<file path="config.mk">
export PLATFORM = sky130hd
export DESIGN_NAME = spi_frame_sched_flat
export DESIGN_NICKNAME = d
export VERILOG_FILES = /design/src/rtl/spi_frame_sched_if.sv /design/src/rtl/spi_frame_sched.sv /design/src/flat_wrapper.sv
export SDC_FILE = /design/constraint.sdc
export NUM_CORES = 1
export LEC_CHECK = 0
export BUFFER_PORTS_ARGS = -buffer_cell sky130_fd_sc_hd__buf_2
export CAP_MARGIN = 10
export CORE_MARGIN = 3
export CORE_UTILIZATION = 52
export DETAILED_ROUTE_END_ITERATION = 8
export PLACE_DENSITY = 0.79
export SLEW_MARGIN = 20
export SYNTH_ARGS = -nofsm -noshare
export SYNTH_HDL_FRONTEND = slang
export SYNTH_SLANG_ARGS = --single-unit
</file>
<file path="constraint.sdc">
create_clock -name clk -period 2.8 [get_ports clk]
set_input_delay 0.56 -clock clk [delete_from_list [all_inputs] [get_ports clk]]
set_output_delay 0.56 -clock clk [all_outputs]
set_load 0.05 [all_outputs]
</file>
<file path="src/rtl/spi_frame_sched_if.sv">
// Bundle of requester, serializer and status signals for spi_frame_sched.
// slave is the scheduler side; master is the requester/serializer side.
interface spi_frame_sched_if;
  logic       r0_req;
  logic [7:0] r0_cmd;
  logic [7:0] r0_data;
  logic       r0_valid;
  logic       r0_last;
  logic       r0_ready;
  logic       r1_req;
  logic [7:0] r1_cmd;
  logic [7:0] r1_data;
  logic       r1_valid;
  logic       r1_last;
  logic       r1_ready;
  logic [1:0] grant;
  logic [1:0] cs_n;
  logic [7:0] tx_data;
  logic       tx_send;
  logic       tx_done;
  logic       busy;

  modport slave (
    input  r0_req, r0_cmd, r0_data, r0_valid, r0_last,
    input  r1_req, r1_cmd, r1_data, r1_valid, r1_last,
    input  tx_done,
    output r0_ready, r1_ready, grant, cs_n, tx_data, tx_send, busy
  );

  modport master (
    output r0_req, r0_cmd, r0_data, r0_valid, r0_last,
    output r1_req, r1_cmd, r1_data, r1_valid, r1_last,
    output tx_done,
    input  r0_ready, r1_ready, grant, cs_n, tx_data, tx_send, busy
  );
endinterface

</file>
<file path="src/rtl/spi_frame_sched.sv">
// Two-requester SPI frame scheduler: round-robin arbitration, chip-select
// lead time, command byte, payload bytes one at a time, and inter-frame gap.
module spi_frame_sched #(
  parameter int unsigned CS_LEAD = 2,
  parameter int unsigned CS_GAP  = 4
) (
  input logic              clk,
  input logic              rst,
  spi_frame_sched_if.slave bus_io
);

  typedef enum logic [2:0] {
    StIdle, StLead, StCmd, StCmdWait, StData, StDataWait, StEnd, StGap
  } state_e;

  state_e      state_q, state_d;
  logic [15:0] cnt_q, cnt_d;
  logic [1:0]  grant_q, grant_d;
  logic        owner_q, owner_d;          // 1: requester 1 owns the frame
  logic        last_grant_q, last_grant_d;
  logic        byte_last_q, byte_last_d;
  logic [7:0]  cmd_q, cmd_d;
  logic [7:0]  tx_data_q, tx_data_d;
  logic        tx_send;
  logic        r0_ready, r1_ready, accept, pick;
  logic [7:0]  sel_data;
  logic        sel_last;

  assign r0_ready = (state_q == StData) && grant_q[0] && bus_io.r0_valid;
  assign r1_ready = (state_q == StData) && grant_q[1] && bus_io.r1_valid;
  assign accept   = r0_ready || r1_ready;
  assign sel_data = grant_q[1] ? bus_io.r1_data : bus_io.r0_data;
  assign sel_last = grant_q[1] ? bus_io.r1_last : bus_io.r0_last;
  // Contention goes to whoever did not own the previous frame.
  assign pick     = (bus_io.r0_req && bus_io.r1_req) ? ~last_grant_q : bus_io.r1_req;

  // Next-state, counters, latches and the send strobe.
  always_comb begin
    state_d      = state_q;
    cnt_d        = cnt_q;
    grant_d      = grant_q;
    owner_d      = owner_q;
    last_grant_d = last_grant_q;
    byte_last_d  = byte_last_q;
    cmd_d        = cmd_q;
    tx_data_d    = tx_data_q;
    tx_send      = 1'b0;
    unique case (state_q)
      StIdle: begin
        if (bus_io.r0_req || bus_io.r1_req) begin
          owner_d = pick;
          grant_d = pick ? 2'b10 : 2'b01;
          cmd_d   = pick ? bus_io.r1_cmd : bus_io.r0_cmd;
          cnt_d   = 16'(CS_LEAD);
          state_d = StLead;
        end
      end
      StLead: begin
        if (cnt_q <= 16'd1) begin
          cnt_d   = '0;
          state_d = StCmd;
        end else begin
          cnt_d = cnt_q - 16'd1;
        end
      end
      StCmd: begin
        tx_send   = 1'b1;
        tx_data_d = cmd_q;
        state_d   = StCmdWait;
      end
      StCmdWait: begin
        if (bus_io.tx_done) state_d = StData;
      end
      StData: begin
        if (accept) begin
          tx_send     = 1'b1;
          tx_data_d   = sel_data;
          byte_last_d = sel_last;
          state_d     = StDataWait;
        end
      end
      StDataWait: begin
        if (bus_io.tx_done) begin
          if (byte_last_q) begin
            grant_d = 2'b00;
            state_d = StEnd;
          end else begin
            state_d = StData;
          end
        end
      end
      StEnd: begin
        last_grant_d = owner_q;
        cnt_d        = 16'(CS_GAP);
        state_d      = StGap;
      end
      StGap: begin
        if (cnt_q <= 16'd1) begin
          cnt_d   = '0;
          state_d = StIdle;
        end else begin
          cnt_d = cnt_q - 16'd1;
        end
      end
      default: state_d = StIdle;
    endcase
  end

  // State register with asynchronous active-high reset.
  always_ff @(posedge clk or posedge rst) begin
    if (rst) begin
      state_q      <= StIdle;
      cnt_q        <= '0;
      grant_q      <= 2'b00;
      owner_q      <= 1'b0;
      last_grant_q <= 1'b1;
      byte_last_q  <= 1'b0;
      cmd_q        <= 8'h00;
      tx_data_q    <= 8'h00;
    end else begin
      state_q      <= state_d;
      cnt_q        <= cnt_d;
      grant_q      <= grant_d;
      owner_q      <= owner_d;
      last_grant_q <= last_grant_d;
      byte_last_q  <= byte_last_d;
      cmd_q        <= cmd_d;
      tx_data_q    <= tx_data_d;
    end
  end

  // Grant is one-hot or zero, so at most one chip select is ever low.
  assign bus_io.grant    = grant_q;
  assign bus_io.cs_n     = ~grant_q;
  assign bus_io.tx_data  = tx_data_d;
  assign bus_io.tx_send  = tx_send;
  assign bus_io.r0_ready = r0_ready;
  assign bus_io.r1_ready = r1_ready;
  assign bus_io.busy     = (state_q != StIdle);

endmodule

</file>
<file path="src/flat_wrapper.sv">
// flat-port wrapper written by rule: the top's interface ports become plain ports
module spi_frame_sched_flat 
#(
  parameter int unsigned CS_LEAD = 2,
  parameter int unsigned CS_GAP  = 4
)
  (clk, rst, bus_io_r0_req, bus_io_r0_cmd, bus_io_r0_data, bus_io_r0_valid, bus_io_r0_last, bus_io_r1_req, bus_io_r1_cmd, bus_io_r1_data, bus_io_r1_valid, bus_io_r1_last, bus_io_tx_done, bus_io_r0_ready, bus_io_r1_ready, bus_io_grant, bus_io_cs_n, bus_io_tx_data, bus_io_tx_send, bus_io_busy);
  spi_frame_sched_if bus_io_i ();
  input logic clk;
  input logic rst;
  input wire logic [$bits(bus_io_i.r0_req)-1:0] bus_io_r0_req;
  input wire logic [$bits(bus_io_i.r0_cmd)-1:0] bus_io_r0_cmd;
  input wire logic [$bits(bus_io_i.r0_data)-1:0] bus_io_r0_data;
  input wire logic [$bits(bus_io_i.r0_valid)-1:0] bus_io_r0_valid;
  input wire logic [$bits(bus_io_i.r0_last)-1:0] bus_io_r0_last;
  input wire logic [$bits(bus_io_i.r1_req)-1:0] bus_io_r1_req;
  input wire logic [$bits(bus_io_i.r1_cmd)-1:0] bus_io_r1_cmd;
  input wire logic [$bits(bus_io_i.r1_data)-1:0] bus_io_r1_data;
  input wire logic [$bits(bus_io_i.r1_valid)-1:0] bus_io_r1_valid;
  input wire logic [$bits(bus_io_i.r1_last)-1:0] bus_io_r1_last;
  input wire logic [$bits(bus_io_i.tx_done)-1:0] bus_io_tx_done;
  output wire logic [$bits(bus_io_i.r0_ready)-1:0] bus_io_r0_ready;
  output wire logic [$bits(bus_io_i.r1_ready)-1:0] bus_io_r1_ready;
  output wire logic [$bits(bus_io_i.grant)-1:0] bus_io_grant;
  output wire logic [$bits(bus_io_i.cs_n)-1:0] bus_io_cs_n;
  output wire logic [$bits(bus_io_i.tx_data)-1:0] bus_io_tx_data;
  output wire logic [$bits(bus_io_i.tx_send)-1:0] bus_io_tx_send;
  output wire logic [$bits(bus_io_i.busy)-1:0] bus_io_busy;
  assign bus_io_i.r0_req = bus_io_r0_req;
  assign bus_io_i.r0_cmd = bus_io_r0_cmd;
  assign bus_io_i.r0_data = bus_io_r0_data;
  assign bus_io_i.r0_valid = bus_io_r0_valid;
  assign bus_io_i.r0_last = bus_io_r0_last;
  assign bus_io_i.r1_req = bus_io_r1_req;
  assign bus_io_i.r1_cmd = bus_io_r1_cmd;
  assign bus_io_i.r1_data = bus_io_r1_data;
  assign bus_io_i.r1_valid = bus_io_r1_valid;
  assign bus_io_i.r1_last = bus_io_r1_last;
  assign bus_io_i.tx_done = bus_io_tx_done;
  assign bus_io_r0_ready = bus_io_i.r0_ready;
  assign bus_io_r1_ready = bus_io_i.r1_ready;
  assign bus_io_grant = bus_io_i.grant;
  assign bus_io_cs_n = bus_io_i.cs_n;
  assign bus_io_tx_data = bus_io_i.tx_data;
  assign bus_io_tx_send = bus_io_i.tx_send;
  assign bus_io_busy = bus_io_i.busy;
  spi_frame_sched #(.CS_LEAD(CS_LEAD), .CS_GAP(CS_GAP)) u_core (.clk(clk), .rst(rst), .bus_io(bus_io_i));
endmodule
</file>
==> flow_summary_export.csv, run 1 <==
group,metric,value,unit
outcome,outcome,"complete, no violations",
pwr,clockPowerShare,14.9,%
pwr,pwr-share-comb,53.1,%
worst_setup_path,crit_family,"buffers and inverters",
drt,route.vias.total,1918,
worst_setup_path,setup.worst_path.start_class,"flip-flop",
pwr,switching_power,1470,uW
worst_setup_path,worstPathCellList,"inv_2, nand2_1, or2_2, nor2b_1, buf_4, a221o_1, buf_2",
worst_setup_path,endpoint,"bus_io_tx_data[4]",
floorplan,start_util,56.4,%
clock_tree,cts.sinks,40,
placement,gp_congestion,0.762,
grt,grt_pass1_vias,1759,
clock_tree,clockBufferDepth,2,
worst_setup_path,arrival,2.14,ns
clock_tree,cts_root_buf,"clkbuf_8",
timing,tightest_slew,0.577,ns
drt,antenna_left,0,
flow_run,cap_violations,0,
timing,drv_slew,0,
pwr,ir_worst_vdd,0.593,mV
final_layout,drive_above_1_share,29.9,%
placement,dp_hpwl,3.72,mm
worst_setup_path,reg2reg_to,"u_core.cnt_q[2]",
pwr,p_leak,0.00126,uW
timing,hold_viol_final,0,
drt,detail_route.iter0.violations,152,
synth,async_flop_share,100,%
synth,netlist.area_leader.share,44.9,%
placement,portBuffers,56,
synth,seq_area_frac_synth,46.1,%
grt,antenna_found_initial,0,
floorplan,ioPinCount,57,
timing,final.setup_skew,0.00788,ns
final_layout,n_antenna_cell,0,
worst_setup_path,cp_num_buf_inv,3,
drt,wl_per_cell,15.0,um
synth,synth_cell_type_count,44,
synth,synth.largest_area_cell,"dfrtp_1",
timing,period_minus_slack,2.70,ns
worst_setup_path,worst-path-max-fanout,9,
clock_tree,cts_buffers,5,
synth,synth_edf_count,0,
synth,ys_top_cells_by_area,"dfrtp_1 (45%), mux2i_1 (8.3%), nor2_1 (5.2%)",
worst_setup_path,reg2reg_setup_slack,0.45,ns
grt,grt_max_degree,41,
drt,drcViolationCount,0,
floorplan,dieArea,4990,um^2
worst_setup_path,path_class,"flip-flop to primary output",
worst_setup_path,crit_required,2.24,ns
floorplan,core-area,3850,um^2
timing,rsz0062_at_grt,"false",
pwr,p_seq_share,32.0,%
worst_setup_path,r2r_cells,5,
hold_path,min_path_type,"primary input to asynchronous set/reset pin",
worst_setup_path,worstReg2RegStart,"u_core.cnt_q[10]",
synth,ys_seq_elements,40,
drt,dr.pass1.iters,4,
synth,syn-num-nets,273,
worst_setup_path,crit_cells,7,
pwr,pwr_density_cell,1200,nW/um^2
grt,track_usage,20.5,%
synth,ys_warn_count,0,
clock_tree,clk_latency,0.29,ns
synth,syn_avg_cell_area,9.45,um^2
drt,viasPerCell,5.66,
synth,syn-cell-area,2170,um^2
clock_tree,path_clk_slew,0.08,ns
clock_tree,cts_tree,"yes",
worst_setup_path,critical_path.max_stage_delay,0.48,ns
timing,slew_headroom,61.6,%
synth,synthCells,230,
final_layout,syn_to_final_growth,21.1,%
synth,yosysMostFrequentCell,"dfrtp_1",
clock_tree,htreeDepth,2,
worst_setup_path,end_kind,"primary output",
synth,synth_ff_type,"dfrtp_1",
timing,finalSetupViolCount,0,
final_layout,fin_nets,333,
pwr,swShare,46.7,%
floorplan,die_h,70.7,um
timing,fmax,370,MHz
pwr,internal-power,1680,uW
worst_setup_path,crit_start,"u_core.state_q[0]",
grt,grt_pass1_wl,8.24,mm
floorplan,row_count,22,
floorplan,die_w,70.7,um
timing,min_period_over_period,96.4,%
grt,gr-total-overflow,0,
timing,finalSetupTns,0,ns
drt,totalWireLength,5.09,mm
worst_setup_path,cp_slowest_cell,"dfrtp_1",
synth,yosys-top-cells-count,"dfrtp_1 (39), nor2_1 (30), nand2_1 (21)",
timing,whs,0.377,ns
worst min-delay path by stage:
stage	slack, ns	endpoint	start	cells after the start
2_1_floorplan	0.45	u_core.cnt_q[12]	u_core.cnt_q[12]	1
3_5_place_dp	0.47	u_core.cnt_q[12]	u_core.cnt_q[12]	1
3_3_place_gp	0.47	u_core.cnt_q[12]	u_core.cnt_q[12]	1
6_report	0.38	u_core.cnt_q[14]	rst	3
4_1_cts	0.39	u_core.cnt_q[6]	rst	3
5_1_grt	0.42	u_core.cnt_q[6]	rst	3
worst min-delay path: cells and delay by family:
family                 cells  cell delay [ns]
buffers and inverters      3             0.55
sequential cells by signal (all words and copies together) (netlist names):
signal	flops
u_core.bus_io.grant	2
u_core.byte_last_q	1
u_core.cmd_q	8
u_core.cnt_q	16
u_core.last_grant_q	1
u_core.owner_q	1
u_core.state_q	3
u_core.tx_data_q	8
stage by stage:
stage	std cells	worst slack [ns]	utilization [%]	total power, uW	instance area, um^2
final	339	0.101	68.3	3160	2630
after global routing	339	0.0176	68.3	3370	2630
after CTS	339	0.0363	68.2	3160	2630
after detailed placement	331	0.227	65.4	2680	2520
after global placement	331	0.264	65.4	2630	2520
after floorplan	230	0.198	-	2320	2170
placed cells by master (no fill, tap or decap), drive strengths merged, types with 3 or more instances in the layout:
cell type / n
nor4: 4
a221o: 8
o2bb2ai: 3
nand2: 21
or2: 4
nor3: 8
buf: 65
inv: 9
a22o: 5
nor2: 30
nand3: 8
dfrtp: 39
a21oi: 12
mux2i: 18
clkbuf: 5
o21ai: 17
and2: 3
routing by layer:
metal,global-route usage (%),vias up,part of all wire (%)
li1,-,959,-
met1,27.9,901,46
met2,34.5,54,49
met3,3.98,4,4.7
met4,3.97,0,0.71
met5,0,-,0
power by group through the flow:
stage               Clock (uW)  Sequential (uW)  Combinational (uW)
floorplan                    0              970                1350
global placement             0             1000                1630
detailed placement           0             1010                1680
CTS                        478             1000                1680
global route               503             1030                1840
finish                     469             1010                1680
area by class of cell:
type                            instances  area [um^2]
Multi-Input combinational cell        169         1080
Timing Repair Buffer                   65          348
Clock inverter                          3         42.5
Fill cell                             328         1220
Clock buffer                            5         68.8
Inverter                                9         33.8
Sequential cell                        40         1000
Tap cell                               48         60.1
what timing repair did:
action,CTS,global route
hold buffers,0,0
hold endpoints to repair,0,0
setup endpoints to repair,0,8
gates resized for setup,0,2
setup buffers,0,0
cells by family after synthesis:
kind of cell / Yosys count / synth area share [%]
AO/OA/AOI/OAI: 60 / 19.9
XOR/XNOR: 1 / 0.403
adder cells (fa/ha/maj): 2 / 1.15
buffers and inverters: 21 / 4.43
flip-flops: 40 / 46.1
multiplexers: 20 / 9.33
AND/OR/NAND/NOR: 86 / 18.7
Power figures use the tool's default switching activity.
==> run 2, diff against run 1 <==
--- a/config.mk
+++ b/config.mk
@@ -5,12 +5,13 @@
 export SDC_FILE = /design/constraint.sdc
 export NUM_CORES = 1
 export LEC_CHECK = 0
-export BUFFER_PORTS_ARGS = -buffer_cell sky130_fd_sc_hd__buf_2
 export CAP_MARGIN = 10
 export CORE_MARGIN = 3
-export CORE_UTILIZATION = 52
+export CORE_UTILIZATION = 60
+export CTS_CLUSTER_SIZE = 16
 export DETAILED_ROUTE_END_ITERATION = 8
-export PLACE_DENSITY = 0.79
+export DONT_BUFFER_PORTS = 1
+export PLACE_DENSITY = 0.76
 export SLEW_MARGIN = 20
 export SYNTH_ARGS = -nofsm -noshare
 export SYNTH_HDL_FRONTEND = slang
==> run 2 against run 1 <==
- sequential cell count unchanged
- setup slack worse by 0.00096 ns
- wire length shrank 3.5%
- combinational power barely moved
- sequential power hardly changed
- fmax is essentially flat
- utilization increased by 3.3 points
- critical path type unchanged
- critical endpoint is now bus_io_tx_data[3]
==> flow_summary_export.csv, run 2 (same netlist as run 1, synthesis figures left out) <==
group,metric,value,unit
worst_setup_path,critical_path.max_stage_delay,0.48,ns
grt,track_usage,24.7,%
timing,hold_viol_final,0,
worst_setup_path,worstReg2RegStart,"u_core.cnt_q[10]",
clock_tree,cts_tree,"yes",
final_layout,fin_nets,289,
floorplan,start_util,63.6,%
drt,totalWireLength,4.91,mm
pwr,p_leak,0.00109,uW
timing,slew_headroom,61.1,%
drt,wl_per_cell,16.8,um
timing,finalSetupTns,0,ns
drt,dr.pass1.iters,4,
floorplan,core-area,3420,um^2
pwr,ir_worst_vdd,0.942,mV
drt,viasPerCell,6.26,
floorplan,ioPinCount,57,
clock_tree,cts.sinks,40,
pwr,clockPowerShare,14.5,%
worst_setup_path,setup.worst_path.start_class,"flip-flop",
floorplan,row_count,21,
timing,period_minus_slack,2.70,ns
final_layout,largest_register_ffs,16,
clock_tree,cts_root_buf,"clkbuf_4",
pwr,p_seq_share,32.0,%
pwr,finalPower,3180,uW
drt,drcViolationCount,0,
grt,grt_pass1_vias,1790,
worst_setup_path,worst-path-max-fanout,9,
worst_setup_path,crit_top_cell,"buf_4",
outcome,outcome,"complete, no violations",
timing,drv_slew,0,
flow_run,cap_violations,0,
final_layout,syn_to_final_growth,12.6,%
final_layout,reg.largest.list,"u_core.cnt_q: 16 flops, u_core.cmd_q: 8 flops, u_core.tx_data_q: 8 flops",
worst_setup_path,path_class,"flip-flop to primary output",
final_layout,n_antenna_cell,0,
worst_setup_path,cp_slowest_cell,"dfrtp_2",
placement,portBuffers,0,
pwr,switching_power,1460,uW
timing,rsz0062_at_grt,"false",
grt,grt_pass1_wl,8.15,mm
final_layout,largest_register,"u_core.cnt_q",
grt,antenna_found_initial,0,
floorplan,dieArea,4380,um^2
timing,final.setup_skew,0.0128,ns
grt,grt_max_degree,41,
clock_tree,clockBufferDepth,2,
floorplan,die_h,66.2,um
clock_tree,cts_buffers,5,
pwr,internal-power,1720,uW
hold_path,min_path_type,"primary input to asynchronous set/reset pin",
clock_tree,clk_latency,0.36,ns
pwr,pwr-share-comb,53.5,%
clock_tree,ctsHoldBuffers,0,
timing,min_period_over_period,96.4,%
drt,antenna_left,0,
clock_tree,path_clk_slew,0.12,ns
worst_setup_path,crit_required,2.24,ns
drt,route.vias.total,1828,
worst_setup_path,crit_start,"u_core.state_q[0]",
worst_setup_path,worstPathCellList,"inv_2, nand2_1, or2_2, nor2b_1, buf_4, a221o_1, buf_4",
final_layout,layout_common_cells,"dfrtp_1 (37), nor2_1 (30), nand2_1 (21)",
drt,detail_route.iter0.violations,108,
pwr,pwr_density_cell,1300,nW/um^2
final_layout,final_common_cell,"dfrtp_1",
worst_setup_path,end_kind,"primary output",
clock_tree,htreeDepth,2,
final_layout,drive_above_1_share,17.9,%
placement,dp_hpwl,3.59,mm
pwr,swShare,45.9,%
floorplan,die_w,66.2,um
placement,gp_congestion,0.834,
worst_setup_path,arrival,2.14,ns
grt,gr-total-overflow,0,
timing,finalSetupViolCount,0,
timing,fmax,370,MHz
timing,tightest_slew,0.583,ns
-- run 2: cell count changes in the layout (fill, tap and decap cells not counted), moves of 2 or more --
cell	delta
dfrtp_2	+2
clkbuf_4	+5
dfrtp_1	-2
buf_4	+11
buf_2	-56
clkbuf_8	-5
-- run 2: final timing paths --
kind                                        to  slack, ns  cells after the start
setup / recovery             bus_io_tx_data[3]        0.1                      7
hold reg to reg               u_core.cnt_q[12]       0.50                      1
setup reg to reg               u_core.cnt_q[2]       0.46                      5
hold / removal             u_core.tx_data_q[4]       0.19                      2
max in group asynchronous    u_core.state_q[0]       2.23                      2
min in group clk               u_core.cmd_q[4]       0.41                      2
-- run 2: per-layer routing --
layer,share of wire [%],GRT usage (%)
met1,41,29.8
met5,0,0
met4,2.1,8.63
met2,51,42.0
met3,6.3,6.80
-- run 2: layout make-up --
type / instances / area [um^2]
timing repair buffer: 21 / 170
tap: 46 / 57.6
sequential: 40 / 1000
fill: 268 / 970
clock inverter: 2 / 60.1
clock buffer: 5 / 37.5
inverter: 9 / 33.8
multi-input combinational: 169 / 1080
-- run 2: critical path: cells and delay by family, from the launching register on --
family	cells	cell delay (ns)
AND/OR/NAND/NOR	3	0.53
buffers and inverters	3	0.48
flip-flops	1	0.48
AO/OA/AOI/OAI	1	0.30
-- run 2: stage by stage --
| step | area, um^2 | hold slack, ns | util [%] | cells | worst slack (ns) |
|---|---|---|---|---|---|
| 2_1_floorplan | 2170 | 0.451 | - | 230 | 0.198 |
| 3_3_place_gp | 2330 | 0.463 | 68.2 | 284 | 0.397 |
| 3_5_place_dp | 2330 | 0.474 | 68.2 | 284 | 0.333 |
| 4_1_cts | 2440 | 0.200 | 71.4 | 292 | 0.00929 |
| 5_1_grt | 2450 | 0.218 | 71.6 | 292 | 0.00401 |
| 6_report | 2450 | 0.192 | 71.6 | 292 | 0.0999 |
-- run 2: power groups by stage --
stage                     logic (uW)  registers, uW  clock network, uW
final                           1700           1020                460
after global routing            1860           1050                495
after CTS                       1700           1010                470
after detailed placement        1660           1030                  0
after global placement          1610           1010                  0
after floorplan                 1350            970                  0
-- run 2: repair_timing --
action	CTS	global route
resized for setup	2	3
buffers inserted	1	0
endpoints found under the setup margin	8	8
endpoints found under the hold margin	0	0
